--- config.mk ---
export PLATFORM = sky130hd
export DESIGN_NAME = alu_issue_ctrl
export DESIGN_NICKNAME = d
export VERILOG_FILES = /design/src/rtl/alu_issue_ctrl.sv
export SDC_FILE = /design/constraint.sdc
export NUM_CORES = 1
export LEC_CHECK = 0
export CELL_PAD_IN_SITES_DETAIL_PLACEMENT = 0
export CELL_PAD_IN_SITES_GLOBAL_PLACEMENT = 1
export CORE_ASPECT_RATIO = 1.75
export CORE_MARGIN = 2
export CORE_UTILIZATION = 40
export CTS_BUF_LIST = sky130_fd_sc_hd__clkbuf_16
export DETAILED_ROUTE_END_ITERATION = 8
export GPL_TIMING_DRIVEN = 0
export MAX_ROUTING_LAYER = met4
export PLACE_DENSITY = 0.76
export SYNTH_ARGS = -nofsm -noshare
export SYNTH_HDL_FRONTEND = slang
export SYNTH_SLANG_ARGS = --single-unit
export TNS_END_PERCENT = 1
--- constraint.sdc ---
create_clock -name clk -period 4.1 [get_ports clk]
set_clock_uncertainty 0.1 [all_clocks]
set_input_delay 0.82 -clock clk [delete_from_list [all_inputs] [get_ports clk]]
set_output_delay 0.82 -clock clk [all_outputs]
set_load 0.01 [all_outputs]
--- src/rtl/alu_issue_ctrl.sv ---
// alu_issue_ctrl: four-phase issue controller sitting between a requester and an
// external combinational ALU. It owns the 16x16 register file, stages operands
// into registered ALU inputs, captures the result and flags, and writes back.
module alu_issue_ctrl (
   input  logic        clk,
   input  logic        reset,
   input  logic        req_valid,
   output logic        req_ready,
   input  logic [3:0]  req_op,
   input  logic [3:0]  req_rdest,
   input  logic [3:0]  req_rsrc,
   input  logic        req_imm_en,
   input  logic [15:0] req_imm,
   input  logic        req_wb,
   output logic [15:0] alu_a,
   output logic [15:0] alu_b,
   output logic [3:0]  alu_op,
   input  logic [15:0] alu_result,
   input  logic [15:0] alu_flags,
   output logic        done,
   output logic [15:0] done_result,
   output logic [15:0] psr,
   input  logic [3:0]  dbg_addr,
   output logic [15:0] dbg_data
);

   localparam int unsigned DW   = 16;
   localparam int unsigned AW   = 4;
   localparam int unsigned OPW  = 4;
   localparam int unsigned NREG = 16;
   localparam int unsigned FW   = 5;

   typedef enum logic [1:0] {
      IDLE = 2'd0,
      READ = 2'd1,
      EXEC = 2'd2,
      WB   = 2'd3
   } state_t;

   typedef struct packed {
      logic [OPW-1:0] op;
      logic [AW-1:0]  rdest;
      logic [AW-1:0]  rsrc;
      logic           imm_en;
      logic [DW-1:0]  imm;
      logic           wb;
   } req_t;

   state_t         state;
   req_t           req_q;
   logic [FW-1:0]  flags_q;
   logic [FW-1:0]  psr_flags;
   logic [DW-1:0]  regs [NREG];
   logic           unused_flags;

   // Only the low flag bits are architectural; the rest of the ALU vector is dropped.
   assign unused_flags = ^alu_flags[DW-1:FW];

   // Handshake and write-back strobe are blanked while reset is held so an
   // in-flight WB never shows a pulse and no request is offered under reset.
   assign req_ready = (state == IDLE) && !reset;
   assign done      = (state == WB) && !reset;

   assign psr      = {{(DW-FW){1'b0}}, psr_flags};
   assign dbg_data = regs[dbg_addr];

   // Issue FSM: accept -> operand read -> result capture -> write-back.
   always_ff @(posedge clk) begin
      if (reset) begin
         state       <= IDLE;
         req_q       <= '0;
         alu_a       <= '0;
         alu_b       <= '0;
         alu_op      <= '0;
         done_result <= '0;
         flags_q     <= '0;
         psr_flags   <= '0;
      end else begin
         case (state)
            IDLE: begin
               if (req_valid) begin
                  req_q.op     <= req_op;
                  req_q.rdest  <= req_rdest;
                  req_q.rsrc   <= req_rsrc;
                  req_q.imm_en <= req_imm_en;
                  req_q.imm    <= req_imm;
                  req_q.wb     <= req_wb;
                  state        <= READ;
               end
            end
            READ: begin
               alu_a  <= regs[req_q.rdest];
               alu_b  <= req_q.imm_en ? req_q.imm : regs[req_q.rsrc];
               alu_op <= req_q.op;
               state  <= EXEC;
            end
            EXEC: begin
               done_result <= alu_result;
               flags_q     <= alu_flags[FW-1:0];
               state       <= WB;
            end
            WB: begin
               psr_flags <= flags_q;
               state     <= IDLE;
            end
            default: state <= IDLE;
         endcase
      end
   end

   // Register file: cleared by reset, written from the captured result in WB.
   always_ff @(posedge clk) begin
      if (reset) begin
         for (int unsigned i = 0; i < NREG; i++) begin
            regs[i] <= '0;
         end
      end else if ((state == WB) && req_q.wb) begin
         regs[req_q.rdest] <= done_result;
      end
   end

endmodule

==> results of run 1 <==
==> area by class of cell <==
cell class	count	area (um2)	area share, %
diodes	1	2.50	0.0110
plain buffers	153	811	3.57
clock buffers	37	926	4.08
clock inverters	26	216	0.954
inverters	3	13.8	0.0607
multi-input cells	1063	8980	39.6
flip-flops and latches	354	9650	42.5
well taps	648	811	3.57
repair buffers	127	1270	5.60
==> logic make-up after synthesis <==
kind of cell	count (synthesis)	share of synthesized area, %
DFF	354	49.7
muxes	335	24.5
buffers and inverters	156	4.17
AOI/OAI and AO/OA	191	6.48
and+or+nand+nor	522	14.8
adders and majority gates	4	0.258
other	1	0.0193
==> power by group through the flow <==
stage	Clock [mW]	Combinational (mW)	Sequential, mW
finish	3.33	3.36	4.50
global route	3.45	3.50	4.52
CTS	3.33	3.32	4.49
detailed placement	0	3.31	4.56
global placement	0	3.28	4.55
floorplan	0	1.86	4.45
==> cell usage after synthesis (all sizes together) <==
cell and instances:
or3 1, a211oi 17, or3b 3, a21oi 46
nand4 2, a221oi 16, clkbuf 80, mux2i 223
nand2 96, and2 258, mux4 112, nor2 111
edfxtp 256, o2111ai 16, or4 2, a311oi 16
nor3 4, nand3 1, nand2b 3, dfxtp 98
nor4b 16, or2 16, nand3b 4, ha 4
o21ai 17, buf 73, conb 1, o22ai 63
nor2b 5, inv 3
==> worst paths after layout <==
check,slack (ns),depth (start not counted),endpoint
setup / recovery,-0.03,5,dbg_data[9]
hold / removal,0.36,2,req_q[28]
setup reg to reg,0.66,5,regs[11][6]
hold reg to reg,0.36,2,req_q[28]
==> flip-flops by register name, indices dropped and copies added, names as in the netlist, named ones only <==
| name | flops |
|---|---|
| psr_flags | 5 |
| alu_b | 16 |
| flags_q | 5 |
| req_q | 30 |
| done_result | 16 |
| alu_op | 4 |
| regs | 256 |
| state | 2 |
| alu_a | 16 |
==> tightest hold or removal path: stages (launching register included) <==
cell and delay [ns]:
dfxtp_1 0.31, nand2_1 0.05, a21oi_1 0.05
==> per-stage QoR <==
stage / utilization [%] / setup WS (ns)
2_1_floorplan: - / 0.993
3_3_place_gp: 45.0 / -0.373
3_5_place_dp: 45.0 / -0.392
4_1_cts: 47.4 / 0.0110
5_1_grt: 47.4 / 0.0223
6_report: 47.4 / -0.0303
==> placed cells by master, fill, tap and decap left out, drive strengths merged, types with 3 or more instances in the layout <==
cell	n
a211oi	17
a21oi	46
a221oi	16
a311oi	16
and2	258
buf	72
bufinv	4
clkbuf	117
clkdlybuf4s50	127
clkinv	15
conb	11
dfxtp	98
edfxtp	256
ha	4
inv	9
mux2i	223
mux4	112
nand2	96
nand2b	3
nand3b	4
nor2	111
nor2b	5
nor3	4
nor4b	16
o2111ai	16
o21ai	17
o22ai	63
or2	16
or3b	3
==> routing by layer <==
metal / up-vias / global-route usage (%)
li1: 6174 / -
met1: 7444 / 37.4
met2: 1073 / 58.0
met3: 426 / 5.53
met4: 0 / 28.4
met5: - / -
==> flow_metrics.env, run 1 <==
export IMPL_switching_share_pct=34.5
export IMPL_grt_max_degree=17
export IMPL_cts_buffers=35
export IMPL_vias=15100
export IMPL_synth_distinct_cells=38
export IMPL_coreArea_um2=47900
export IMPL_wl_met1_mm=28.9
export IMPL_p_leak_nw=7.58
export IMPL_antenna_found_initial=1
export IMPL_path_cells="clkbuf_2 > clkdlybuf4s15_2 > mux4_2 > mux4_2 > clkdlybuf4s50_1"
export IMPL_cts_root_buf="clkbuf_16"
export IMPL_cp_data_required_time_ns=3.18
export IMPL_crit_fanout=10
export IMPL_ctsHoldBuffers=0
export IMPL_fin_nets=1810
export IMPL_rows=106
export IMPL_syn_to_final_growth_pct=16.9
export IMPL_synth_area_leaders="edfxtp_1 40%, mux4_2 13%, mux2i_1 12%, dfxtp_1 10%, and2_1 8.3%"
export IMPL_overflow=0
export IMPL_wl_met2_mm=41.7
export IMPL_fin_cells=2412
export IMPL_ys_seq_elements=354
export IMPL_dp_hpwl_mm=60.5
export IMPL_drtAntennaViolNets=0
export IMPL_yosysTopAreaCell="edfxtp_1"
export IMPL_wire_per_inst_um=35.5
export IMPL_first_pass_iters=8
export IMPL_synth_seq_area_share_pct=49.7
export IMPL_critPathMaxStageDelay_ns=0.60
export IMPL_crit_path_frequent_cell="mux4_2"
export IMPL_internal_power_mw=7.33
export IMPL_die_h_um=295
export IMPL_grt_usage_pct=35.2
export IMPL_dp_cells=2348
export IMPL_fill_cells=4397
export IMPL_worst_slew_pin_slew_ns=1.34
export IMPL_grt_pass1_vias=15400
export IMPL_status="complete, but fails checks"
export IMPL_dieArea_um2=50400
export IMPL_p_switching_mw=3.86
export IMPL_cp_top_family="buffers and inverters"
export IMPL_syn_inst=1563
export IMPL_min_period_ns=4.13
export IMPL_route_detailed_drc=0
export IMPL_ios=155
export IMPL_start_util_pct=40.5
export IMPL_post_dp_cell_area_um2=21500
export IMPL_syn_area_um2=19400
export IMPL_setup_ws_ns=-0.0303
export IMPL_reg2reg_from="req_q[23]"
export IMPL_ctsResizeCount=21
export IMPL_postCtsSetupRepairBufs=0
export IMPL_pwr_share_comb_pct=30.0
export IMPL_fp_dieW_um=170
export IMPL_cp_start_kind="primary input"
export IMPL_final_setup_tns_ns=-0.0802
export IMPL_route_top_layer_used="met4"
export IMPL_cp_end_kind="primary output"
export IMPL_dr_first_iter_drc_count=1909
export IMPL_violations="negative setup slack"
export IMPL_clk_latency_ns=0.56
export IMPL_synth_top_area_share_pct=39.6
export IMPL_met3_length_mm=6.45
export IMPL_max_vdd_ir_drop_uv=262
export IMPL_p_per_area_nw_per_um2=493
export IMPL_htree_levels=2
export IMPL_seqPwrFrac_pct=40.2
export IMPL_post_route_period_util_pct=101
export IMPL_rsz0062_at_grt="false"
export IMPL_post_route_cells_drive_above_1_share_pct=15.1
export IMPL_synth_area_per_cell_um2=12.4
export IMPL_crit_buf_inv=3
export IMPL_cp_arrival_ns=3.21
export IMPL_hold_class="reg -> reg"
export IMPL_cts_buffer_depth=3
export IMPL_critPathLaunch="dbg_addr[1]"
export IMPL_path_clk_slew_ns=0.06
export IMPL_critical_path_slowest_cell="clkdlybuf4s15_2"
export IMPL_cts_tree="yes"
export IMPL_path_class="in -> out"
export IMPL_slew_headroom_pct=10.7
export IMPL_vias_per_cell=6.27
export IMPL_finalHoldViolCount=0
export IMPL_p_clk_share_pct=29.8
export IMPL_max_freq_ghz=0.242
export IMPL_p_total_mw=11.2
export IMPL_grt_pass1_wl_mm=117
export IMPL_timing_hold_ws_ns=0.363
export IMPL_yosysWarnings=0
export IMPL_numPortBuffers=127
export IMPL_setup_viol=6
export IMPL_routabilityCongestion=1.02
export IMPL_hold_start="req_q[28]"
export IMPL_max_cap_violations=0
export IMPL_final_area_um2=22700
export IMPL_slew_viol_final=0
export IMPL_wirelength_mm=85.6
export IMPL_clock_sinks=354
Power figures use the tool's default switching activity.
==> run 2, diff against run 1 <==
--- a/config.mk
+++ b/config.mk
@@ -12,7 +12,7 @@
 export CORE_UTILIZATION = 40
 export CTS_BUF_LIST = sky130_fd_sc_hd__clkbuf_16
 export DETAILED_ROUTE_END_ITERATION = 8
-export GPL_TIMING_DRIVEN = 0
+export GPL_TIMING_DRIVEN = 1
 export MAX_ROUTING_LAYER = met4
 export PLACE_DENSITY = 0.76
 export SYNTH_ARGS = -nofsm -noshare
==> flow_metrics.env, run 2 (synthesis results as in run 1) <==
export IMPL_status="complete, no violations"
export IMPL_cp_end_kind="primary output"
export IMPL_setup_ws_ns=0.404
export IMPL_first_pass_iters=5
export IMPL_clock_sinks=354
export IMPL_ctsResizeCount=0
export IMPL_hold_class="reg -> reg"
export IMPL_reg2reg_from="req_q[22]"
export IMPL_path_cells="buf_4 > buf_12 > mux4_2 > mux4_2 > clkdlybuf4s50_1"
export IMPL_drtAntennaViolNets=0
export IMPL_max_vdd_ir_drop_uv=254
export IMPL_layout_commonest_cell="and2_1"
export IMPL_timing_hold_ws_ns=0.356
export IMPL_grt_max_degree=74
export IMPL_cts_tree="yes"
export IMPL_rsz0062_at_grt="false"
export IMPL_dp_cells=2262
export IMPL_coreArea_um2=47900
export IMPL_cts_root_buf="clkbuf_16"
export IMPL_ios=155
export IMPL_routabilityCongestion=0.929
export IMPL_fp_dieW_um=170
export IMPL_cts_buffers=36
export IMPL_rows=106
export IMPL_antenna_found_initial=2
export IMPL_wire_per_inst_um=30.5
export IMPL_crit_path_frequent_cell="mux4_2"
export IMPL_start_util_pct=40.5
export IMPL_dp_hpwl_mm=45.1
export IMPL_vias=14200
export IMPL_p_per_area_nw_per_um2=486
export IMPL_critPathMaxStageDelay_ns=0.55
export IMPL_path_class="in -> out"
export IMPL_mostFrequentLayoutCells="258 x and2_1, 256 x edfxtp_1, 223 x mux2i_1"
export IMPL_cp_arrival_ns=2.78
export IMPL_postCtsSetupRepairBufs=0
export IMPL_min_period_ns=3.70
export IMPL_setup_viol=0
export IMPL_wirelength_mm=71.1
export IMPL_worstRegToRegCells=5
export IMPL_largest_register_ffs=256
export IMPL_htree_levels=2
export IMPL_slew_headroom_pct=30.0
export IMPL_post_route_cells_drive_above_1_share_pct=15.7
export IMPL_overflow=0
export IMPL_max_cap_violations=0
export IMPL_dr_first_iter_drc_count=1524
export IMPL_crit_fanout=17
export IMPL_numPortBuffers=132
export IMPL_grt_pass1_wl_mm=99.0
export IMPL_r2r_end="regs[5][12]"
export IMPL_vias_per_cell=6.09
export IMPL_clk_latency_ns=0.55
export IMPL_antenna_cells=0
export IMPL_min_path_cells=2
export IMPL_dieArea_um2=50400
export IMPL_regToRegSetupSlack_ns=1.18
export IMPL_die_h_um=295
export IMPL_final_setup_tns_ns=0
export IMPL_reg_top3="regs (256), req_q (30)"
export IMPL_path_clk_slew_ns=0.06
export IMPL_critical_path_slowest_cell="mux4_2"
export IMPL_syn_to_final_growth_pct=16.6
export IMPL_worst_slew_pin_slew_ns=1.05
export IMPL_slew_viol_final=0
export IMPL_pre_cts_ws_ns=0.399
export IMPL_cp_start_kind="primary input"
export IMPL_postLayoutCoreUtil_pct=47.3
export IMPL_p_leak_nw=7.53
export IMPL_fin_cells=2327
export IMPL_post_route_period_util_pct=90.1
export IMPL_grt_pass1_vias=14000
export IMPL_grt_usage_pct=28.9
export IMPL_finalHoldViolCount=0
export IMPL_ctsHoldBuffers=0
export IMPL_hold_start="req_q[19]"
export IMPL_cp_data_required_time_ns=3.18
export IMPL_max_freq_ghz=0.271
export IMPL_route_detailed_drc=0
export IMPL_fin_nets=1725
export IMPL_cts_buffer_depth=3
export IMPL_max_flop_register="regs"
run 2: cell count changes in the layout (fill, tap and decap cells not counted), moves of 4 or more:
| cell | before | now |
|---|---|---|
| clkbuf_1 | 73 | 0 |
| buf_2 | 32 | 1 |
| buf_4 | 24 | 53 |
| buf_6 | 12 | 0 |
| buf_12 | 0 | 11 |
| clkbuf_2 | 7 | 0 |
| clkinv_1 | 9 | 4 |
| buf_1 | 4 | 0 |
run 2: routing by layer:
metal	share of wire, %	wire length (um)	track usage [%]	vias to the layer above
met5	0	0	-	-
met3	7.8	5570	3.36	219
met4	6.3	4500	16.4	0
li1	-	-	-	6023
met1	37	26300	34.5	7050
met2	49	34700	47.6	889
run 2: worst max-delay path: cells and delay by family:
kind                   cells  cell delay [ns]
buffers and inverters      3             0.85
multiplexers               2             1.09
run 2: layout make-up:
class | instances | area [um2]
well taps | 648 | 811
repair buffers | 194 | 1910
clock inverters | 26 | 264
inverters | 3 | 13.8
multi-input cells | 1063 | 8990
fillers | 4309 | 25300
flip-flops and latches | 354 | 9660
clock buffers | 39 | 976
run 2: power by group:
| part | total, mW | internal (mW) | leakage, nW | switching, mW |
|---|---|---|---|---|
| clock | 3.52 | 2.04 | 0.635 | 1.48 |
| combinational | 2.83 | 1.27 | 3.45 | 1.57 |
| sequential | 4.64 | 4.14 | 3.44 | 0.499 |
| total | 11.0 | 7.45 | 7.53 | 3.54 |
run 2: worst max-delay path by stage:
stage,endpoint,slack (ns),start
floorplan,dbg_data[10],0.99,dbg_addr[1]
global placement,dbg_data[10],0.42,dbg_addr[0]
detailed placement,dbg_data[0],0.40,dbg_addr[0]
CTS,dbg_data[0],0.39,dbg_addr[0]
global route,dbg_data[3],0.36,dbg_addr[0]
finish,dbg_data[10],0.40,dbg_addr[0]
run 2: stage by stage:
step	cell area [um2]	power (mW)
6_report	22600	11.0
5_1_grt	22600	11.3
4_1_cts	22600	11.0
3_5_place_dp	21400	7.53
3_3_place_gp	21400	7.49
2_1_floorplan	19400	6.31
==> run 3, diff against run 2 <==
--- a/config.mk
+++ b/config.mk
@@ -9,12 +9,12 @@
 export CELL_PAD_IN_SITES_GLOBAL_PLACEMENT = 1
 export CORE_ASPECT_RATIO = 1.75
 export CORE_MARGIN = 2
-export CORE_UTILIZATION = 40
+export CORE_UTILIZATION = 50
 export CTS_BUF_LIST = sky130_fd_sc_hd__clkbuf_16
 export DETAILED_ROUTE_END_ITERATION = 8
 export GPL_TIMING_DRIVEN = 1
 export MAX_ROUTING_LAYER = met4
-export PLACE_DENSITY = 0.76
+export PLACE_DENSITY = 0.9
 export SYNTH_ARGS = -nofsm -noshare
 export SYNTH_HDL_FRONTEND = slang
 export SYNTH_SLANG_ARGS = --single-unit
==> flow_metrics.env, run 3 (synthesis results as in run 1) <==
export IMPL_dp_hpwl_mm=40.7
export IMPL_slew_viol_final=0
export IMPL_wirelength_mm=65.5
export IMPL_dieArea_um2=40500
export IMPL_p_leak_nw=7.48
export IMPL_path_class="in -> out"
export IMPL_cts_tree="yes"
export IMPL_cts_buffers=34
export IMPL_max_vdd_ir_drop_uv=338
export IMPL_cp_top_family="multiplexers"
export IMPL_cp_start_kind="primary input"
export IMPL_regArea_um2=9660
export IMPL_clock_sinks=354
export IMPL_dr_first_iter_drc_count=1990
export IMPL_final_area_um2=22400
export IMPL_fill_cells=3039
export IMPL_grt_usage_pct=32.7
export IMPL_pre_cts_ws_ns=0.344
export IMPL_cts_buffer_depth=3
export IMPL_postCtsSetupRepairBufs=0
export IMPL_routabilityCongestion=0.944
export IMPL_cts_root_buf="clkbuf_16"
export IMPL_rsz0062_at_grt="false"
export IMPL_worst_slew_pin_slew_ns=1.20
export IMPL_crit_buf_inv=3
export IMPL_rows=95
export IMPL_critPathMaxStageDelay_ns=0.56
export IMPL_status="complete, no violations"
export IMPL_start_util_pct=50.5
export IMPL_setup_ws_ns=0.334
export IMPL_ctsResizeCount=0
export IMPL_multi_input_area_um2=8990
export IMPL_post_route_period_util_pct=91.9
export IMPL_grt_pass1_vias=14300
export IMPL_post_dp_cell_area_um2=21100
export IMPL_antenna_found_initial=0
export IMPL_syn_to_final_growth_pct=15.4
export IMPL_fin_cells=2156
export IMPL_max_freq_ghz=0.266
export IMPL_htree_levels=2
export IMPL_critical_path_slowest_cell="mux4_2"
export IMPL_cp_arrival_ns=2.85
export IMPL_overflow=0
export IMPL_coreArea_um2=38400
export IMPL_grt_max_degree=72
export IMPL_max_cap_violations=0
export IMPL_crit_path_frequent_cell="mux4_2"
export IMPL_dp_cells=2092
export IMPL_p_total_mw=11.0
export IMPL_hold_class="reg -> reg"
export IMPL_slew_headroom_pct=19.9
export IMPL_crit_fanout=33
export IMPL_post_route_cells_drive_above_1_share_pct=15.3
export IMPL_layout_commonest_cell="and2_1"
export IMPL_path_cells="buf_4 > buf_12 > mux4_2 > mux4_2 > clkdlybuf4s50_1"
export IMPL_route_detailed_drc=0
export IMPL_largest_register_ffs=256
export IMPL_die_h_um=265
export IMPL_wire_per_inst_um=30.4
export IMPL_p_per_area_nw_per_um2=491
export IMPL_reg_top3="regs (256), req_q (30)"
export IMPL_grt_pass1_wl_mm=93.7
export IMPL_vias_per_cell=6.74
export IMPL_drtAntennaViolNets=0
export IMPL_max_flop_register="regs"
export IMPL_cp_data_required_time_ns=3.18
export IMPL_fp_dieW_um=153
export IMPL_numPortBuffers=132
export IMPL_setup_viol=0
export IMPL_regToRegSetupSlack_ns=1.10
export IMPL_ios=155
export IMPL_first_pass_iters=5
export IMPL_ctsHoldBuffers=0
export IMPL_vias=14500
export IMPL_path_clk_slew_ns=0.06
export IMPL_fin_nets=1716
export IMPL_finalHoldViolCount=0
export IMPL_mostFrequentLayoutCells="258 x and2_1, 256 x edfxtp_1, 223 x mux2i_1"
export IMPL_cp_end_kind="primary output"
export IMPL_timing_hold_ws_ns=0.357
export IMPL_final_setup_tns_ns=0
export IMPL_min_period_ns=3.77
export IMPL_clk_latency_ns=0.54
export IMPL_postLayoutCoreUtil_pct=58.3
[run 3: cell count changes in the layout (fill, tap and decap cells not counted), sizes merged]
| cell | delta |
|---|---|
| inv | -6 |
| diode | +2 |
| bufinv | +3 |
| clkbuf | -2 |
| buf | -7 |
| clkinvlp | +2 |
[run 3: power by group]
| part | switching [mW] | internal, mW |
|---|---|---|
| Clock | 1.42 | 2.15 |
| Sequential | 0.483 | 4.14 |
| Combinational | 1.54 | 1.27 |
[run 3: final cells by class]
class,instances,area share [%]
tap,485,2.71
antenna,2,0.0224
multi-input combinational,1063,40.1
timing repair buffer,187,8.31
sequential,354,43.1
clock buffer,37,4.13
clock inverter,25,1.48
inverter,3,0.0615
[run 3: layer usage]
layer,up-vias,track usage [%],share of wire (%)
li1,6002,-,-
met2,1159,51.3,47
met3,341,7.24,10
met1,7024,38.2,35
met5,-,-,0
met4,0,21.2,8.0
[run 3: path summary, 6_finish.rpt]
| path | startpoint | endpoint | depth (start not counted) |
|---|---|---|---|
| hold / removal | req_q[21] | flop | 2 |
| hold reg to reg | req_q[21] | flop | 2 |
| setup / recovery | dbg_addr[0] | dbg_data[0] | 5 |
| setup reg to reg | req_q[22] | regs[1][5] | 4 |
[run 3: worst register-to-register path, cell delays in order, from the launching register on]
cell     delay (ns)
dfxtp_1        0.66
inv_4          0.29
or4_4          0.70
nor3_4         0.15
or2_2          0.72
